**src/rtl/maincontrol_fsm.sv**
```systemverilog
// maincontrol_fsm
// Multicycle MIPS main controller. Walks each instruction through
// fetch / decode / execute / memory / writeback states and decodes the
// datapath controls (Moore) from the current state. Produces the aluop
// code consumed by the ALU decoder.
//
// Ports:
//   clk, reset        rising-edge clock, synchronous active-high reset
//   op[5:0]           opcode from the instruction register (instr[31:26])
//   zero              ALU zero flag, only used for pcen in BEQEX
//   aluop[1:0]        00 add, 01 sub, 10 use funct
//   alusrca           0 = PC, 1 = register A
//   alusrcb[1:0]      00 B, 01 const 4, 10 signimm, 11 signimm<<2
//   pcsrc[1:0]        00 ALU result, 01 ALUOut, 10 jump target
//   iord, irwrite, memwrite, regwrite, regdst, memtoreg, branch, pcwrite
//   pcen              pcwrite | (branch & zero)
//   illegal           one-cycle pulse in DECODE on an undecodable opcode
//   state[STATE_W-1:0] current state encoding, zero-extended
//
// Parameters:
//   ILLEGAL_HALT      0: illegal opcode returns to FETCH; 1: parks in HALT
//   STATE_W           width of the state debug port (>= 4)

module maincontrol_fsm #(
    parameter bit ILLEGAL_HALT = 1'b0,
    parameter int STATE_W      = 4
) (
    input  logic               clk,
    input  logic               reset,
    input  logic [5:0]         op,
    input  logic               zero,
    output logic [1:0]         aluop,
    output logic               alusrca,
    output logic [1:0]         alusrcb,
    output logic [1:0]         pcsrc,
    output logic               iord,
    output logic               irwrite,
    output logic               memwrite,
    output logic               regwrite,
    output logic               regdst,
    output logic               memtoreg,
    output logic               branch,
    output logic               pcwrite,
    output logic               pcen,
    output logic               illegal,
    output logic [STATE_W-1:0] state
);

    typedef enum logic [3:0] {
        S_FETCH   = 4'd0,
        S_DECODE  = 4'd1,
        S_MEMADR  = 4'd2,
        S_MEMRD   = 4'd3,
        S_MEMWB   = 4'd4,
        S_MEMWR   = 4'd5,
        S_RTYPEEX = 4'd6,
        S_RTYPEWB = 4'd7,
        S_BEQEX   = 4'd8,
        S_ADDIEX  = 4'd9,
        S_ADDIWB  = 4'd10,
        S_JEX     = 4'd11,
        S_HALT    = 4'd15
    } state_t;

    localparam logic [5:0] OP_LW    = 6'b100011;
    localparam logic [5:0] OP_SW    = 6'b101011;
    localparam logic [5:0] OP_RTYPE = 6'b000000;
    localparam logic [5:0] OP_BEQ   = 6'b000100;
    localparam logic [5:0] OP_ADDI  = 6'b001000;
    localparam logic [5:0] OP_J     = 6'b000010;

    state_t state_q, state_d;

    // Ungated state decode; write enables are masked by reset below.
    logic irwrite_raw, memwrite_raw, regwrite_raw, pcwrite_raw, illegal_raw;

    always_ff @(posedge clk) begin
        if (reset) state_q <= S_FETCH;
        else       state_q <= state_d;
    end

    // Next state. op is only looked at in DECODE and MEMADR.
    always_comb begin
        state_d     = S_FETCH;
        illegal_raw = 1'b0;
        case (state_q)
            S_FETCH:  state_d = S_DECODE;
            S_DECODE: begin
                case (op)
                    OP_LW, OP_SW: state_d = S_MEMADR;
                    OP_RTYPE:     state_d = S_RTYPEEX;
                    OP_BEQ:       state_d = S_BEQEX;
                    OP_ADDI:      state_d = S_ADDIEX;
                    OP_J:         state_d = S_JEX;
                    default: begin
                        illegal_raw = 1'b1;
                        state_d     = ILLEGAL_HALT ? S_HALT : S_FETCH;
                    end
                endcase
            end
            S_MEMADR:  state_d = (op == OP_LW) ? S_MEMRD : S_MEMWR;
            S_MEMRD:   state_d = S_MEMWB;
            S_RTYPEEX: state_d = S_RTYPEWB;
            S_ADDIEX:  state_d = S_ADDIWB;
            S_HALT:    state_d = S_HALT;
            // Writeback/terminal states and unused encodings 12-14.
            default:   state_d = S_FETCH;
        endcase
    end

    // Moore output decode; anything not set for a state stays 0.
    always_comb begin
        aluop        = 2'b00;
        alusrca      = 1'b0;
        alusrcb      = 2'b00;
        pcsrc        = 2'b00;
        iord         = 1'b0;
        irwrite_raw  = 1'b0;
        memwrite_raw = 1'b0;
        regwrite_raw = 1'b0;
        regdst       = 1'b0;
        memtoreg     = 1'b0;
        branch       = 1'b0;
        pcwrite_raw  = 1'b0;
        case (state_q)
            S_FETCH: begin
                irwrite_raw = 1'b1;
                pcwrite_raw = 1'b1;
                alusrcb     = 2'b01;
            end
            S_DECODE:  alusrcb = 2'b11;
            S_MEMADR: begin
                alusrca = 1'b1;
                alusrcb = 2'b10;
            end
            S_MEMRD:   iord = 1'b1;
            S_MEMWB: begin
                regwrite_raw = 1'b1;
                memtoreg     = 1'b1;
            end
            S_MEMWR: begin
                iord         = 1'b1;
                memwrite_raw = 1'b1;
            end
            S_RTYPEEX: begin
                alusrca = 1'b1;
                aluop   = 2'b10;
            end
            S_RTYPEWB: begin
                regwrite_raw = 1'b1;
                regdst       = 1'b1;
            end
            S_BEQEX: begin
                alusrca = 1'b1;
                aluop   = 2'b01;
                pcsrc   = 2'b01;
                branch  = 1'b1;
            end
            S_ADDIEX: begin
                alusrca = 1'b1;
                alusrcb = 2'b10;
            end
            S_ADDIWB:  regwrite_raw = 1'b1;
            S_JEX: begin
                pcwrite_raw = 1'b1;
                pcsrc       = 2'b10;
            end
            default: ;
        endcase
    end

    // No architectural write may happen in a cycle where reset is high,
    // even though the state register still shows the pre-reset state.
    assign irwrite  = irwrite_raw  & ~reset;
    assign memwrite = memwrite_raw & ~reset;
    assign regwrite = regwrite_raw & ~reset;
    assign pcwrite  = pcwrite_raw  & ~reset;
    assign pcen     = (pcwrite_raw | (branch & zero)) & ~reset;
    assign illegal  = illegal_raw  & ~reset;
    assign state    = STATE_W'(state_q);

endmodule
```
**config.mk**
```make
export PLATFORM = sky130hd
export DESIGN_NAME = maincontrol_fsm
export DESIGN_NICKNAME = d
export VERILOG_FILES = /design/src/rtl/maincontrol_fsm.sv
export SDC_FILE = /design/constraint.sdc
export NUM_CORES = 1
export LEC_CHECK = 0
export CAP_MARGIN = 20
export CORE_MARGIN = 2
export CORE_UTILIZATION = 25
export CTS_CLUSTER_DIAMETER = 50
export DETAILED_ROUTE_END_ITERATION = 6
export PLACE_DENSITY = 0.6
export SETUP_SLACK_MARGIN = 0.02
export SYNTH_ARGS = -nofsm -noshare
export SYNTH_HDL_FRONTEND = slang
export SYNTH_SLANG_ARGS = --single-unit
```
**constraint.sdc**
```tcl
create_clock -name clk -period 1.5 [get_ports clk]
set_clock_uncertainty 0.05 [all_clocks]
set_input_delay 0.375 -clock clk [delete_from_list [all_inputs] [get_ports clk]]
set_output_delay 0.375 -clock clk [all_outputs]
set_load 0.02 [all_outputs]
```
==> run summary <==
Max-cap violation count: 0
Worst Setup End Kind: output port
Async set or reset register ratio after synthesis: 0%
Ant. Diodes: 0
Area of the multi-input gates: 701 µm²
Non-filler cells, final: 187
Cell taking the most area after synthesis: dfxtp_1
Register area: 95.1 µm²
Row count: 17
Critical path class: register to output port
Top post-synthesis cells by area: dfxtp_1 14%, nor2_1 8.9%, clkbuf_8 7.0%
Clock root cell: clkbuf_4
Synthesized instance count: 90
TritonCTS buffer count: 3
Routed vias/inst: 5.30
Worst path required time: 1.07 ns
Post-DR wirelength/cell: 16.3 µm
Mapped Area: 589 µm²
CTS sink count: 4
Layout cells sized above 1: 76.1%
Die area: 2760 µm²
Hpwl dp: 1780 µm
Final worst slack: -0.217 ns
Critical path startpoint category: register
GRT overflow: 0
Final WL: 3050 µm
Htree depth: 1
Total power: 592 µW
Vias: 992
DRC Markers: 0
Yosys warns: 0
Final nets: 170
CTS tree: done
Pre-CTS WS: -1.06 ns
Final ANT Viol Nets: 0
Clock buffer depth: 2
GPL Wtd Cong: 0.898
IO buf count: 29
Peak Freq: 0.582 GHz
Synth Area in XOR/XNOR: 4.46%
Failing checks: negative setup slack
Placed cell area: 1190 µm²
GRT Overall Usage: 23.8%
Post-synthesis register bit count: 4
Clock transition at path regs: 0.04 ns
Fin Hold WS: 0.473 ns
Max-slew violation count: 0
Placed Cells: 166
Top FF cell, synth: dfxtp_1
Cell Pwr Density: 371 nW/µm²
Mux share of post-synthesis cell area: 1.70%
First-pass GRT wire length: 4780 µm
Final design instance area without fill: 1600 µm²
Period minus WS final: 1.72 ns
CP Data Arrival Time: 1.29 ns
Post-synth EDFFs: 0
Compound-Gate Fraction of Synth Area: 20.2%
HP Class: input port to register
Fill count: 158
Crit path max fanout: 6
DIE HEIGHT: 52.6 µm
Post-synthesis sequential area ratio: 13.6%
Worst-Margin Slew: 0.296 ns
Largest family of logic cells by synthesized area: simple AND/OR/NAND/NOR gates
Max reg flops: 4
LEAKAGE: 0.650 nW
Ports: 30
Status: complete, but fails checks
Drt first pass iters: 4
Largest net degree at the start of global routing: 12
Core area: 2210 µm²
Vias in the first global route: 1047
Synth top area share: 13.6%
Crit share post-route: 114%
Initial Utilization: 26.6%
Synth-to-Final Area Change: 171%
Synth unique cells: 31
Post-Synth Simple-Gate Area: 42.0%
Max-Slew Margin vs Limit: 80.1%
Worst VDD drop: 0.309 mV
Initial antenna violation count: 0
Final hold violations: 0
Final setup viols: 18
RSZ-0062 raised after global routing: yes
Worst skew pair latency: 0.25 ns
DR iter-0 viols: 46
Adder-cell share of the synthesized area: 0%
Die width: 52.6 µm
Syn Area/Cell: 6.55 µm²
Net Count, Synth: 99
==> synthesized netlist by cell type, types with 3 or more instances <==
library cell / count
nand2_1: 6
nor4_1: 4
a21oi_1: 5
nor3_1: 6
buf_4: 3
nor2_1: 14
o21ai_0: 7
clkbuf_8: 3
nand3_1: 6
nand2b_1: 5
dfxtp_1: 4
==> final cells by class <==
type / instances / share of cell area (%)
Clock buffer: 3 / 1.41
Inverter: 2 / 0.627
Tap cell: 28 / 2.20
Multi-Input combinational cell: 73 / 43.9
Timing Repair Buffer: 77 / 45.9
Sequential cell: 4 / 5.96
==> path summary, 6_finish.rpt <==
check,startpoint,endpoint,slack [ns],cells past startpoint
max,state[3],pcen,-0.22,4
min,op[2],state[0],0.47,5
max reg2reg,state[0],state[1],-0.06,5
min reg2reg,state[0],state[3],0.61,3
==> layout by cell type, fill, tap and decap left out, types with 4 or more instances in the layout <==
master / n
nor2_1: 5
dfxtp_4: 4
o21ai_2: 4
nand3_1: 5
buf_6: 29
buf_4: 35
nand2b_4: 4
nor2_4: 8
buf_2: 5
buf_12: 4
==> per-stage QoR <==
stage | TNS [ns] | util (%)
after floorplan | -0.563 | -
after global placement | -9.66 | 53.8
after detailed placement | -9.91 | 53.8
after CTS | -2.42 | 68.2
after global routing | -3.45 | 72.1
final | -2.57 | 72.1
==> cell families (layout without fill, tap and decap cells) <==
logic type	Yosys count	count (layout)
and+or+nand+nor	49	49
buffers and inverters	13	82
muxes	1	1
AOI/OAI and AO/OA	20	20
DFF	4	4
xor gates and xnor gates	3	3
==> metal layers <==
metal / wire, µm / vias up / global-route usage, % / part of all wire (%)
li1: - / 461 / - / -
met1: 1150 / 479 / 28.2 / 38
met2: 1630 / 46 / 41.7 / 53
met3: 213 / 6 / 5.43 / 7.0
met4: 57 / 0 / 7.69 / 1.9
met5: 0 / - / 0 / 0
==> where the power goes <==
part | total [mW] | switching, mW | leakage (nW) | internal [mW]
clock | 0.143 | 0.0533 | 0.0138 | 0.0901
sequential | 0.115 | 0.00988 | 0.0355 | 0.106
combinational | 0.333 | 0.157 | 0.600 | 0.176
total | 0.592 | 0.220 | 0.650 | 0.372
==> worst max-delay path, stage by stage (launching register included) <==
cell	delay (ns)
dfxtp_4	0.40
buf_6	0.14
nand3_4	0.10
a211oi_4	0.25
buf_6	0.15
==> repair_timing <==
| action | CTS | global route |
|---|---|---|
| pin swaps | 20 | 8 |
| endpoints found under the setup margin | 24 | 22 |
| resized for setup | 190 | 16 |
| buffers inserted | 14 | 6 |
| hold buffers | 0 | 0 |
Note: power is estimated with default switching activity, not from simulation.
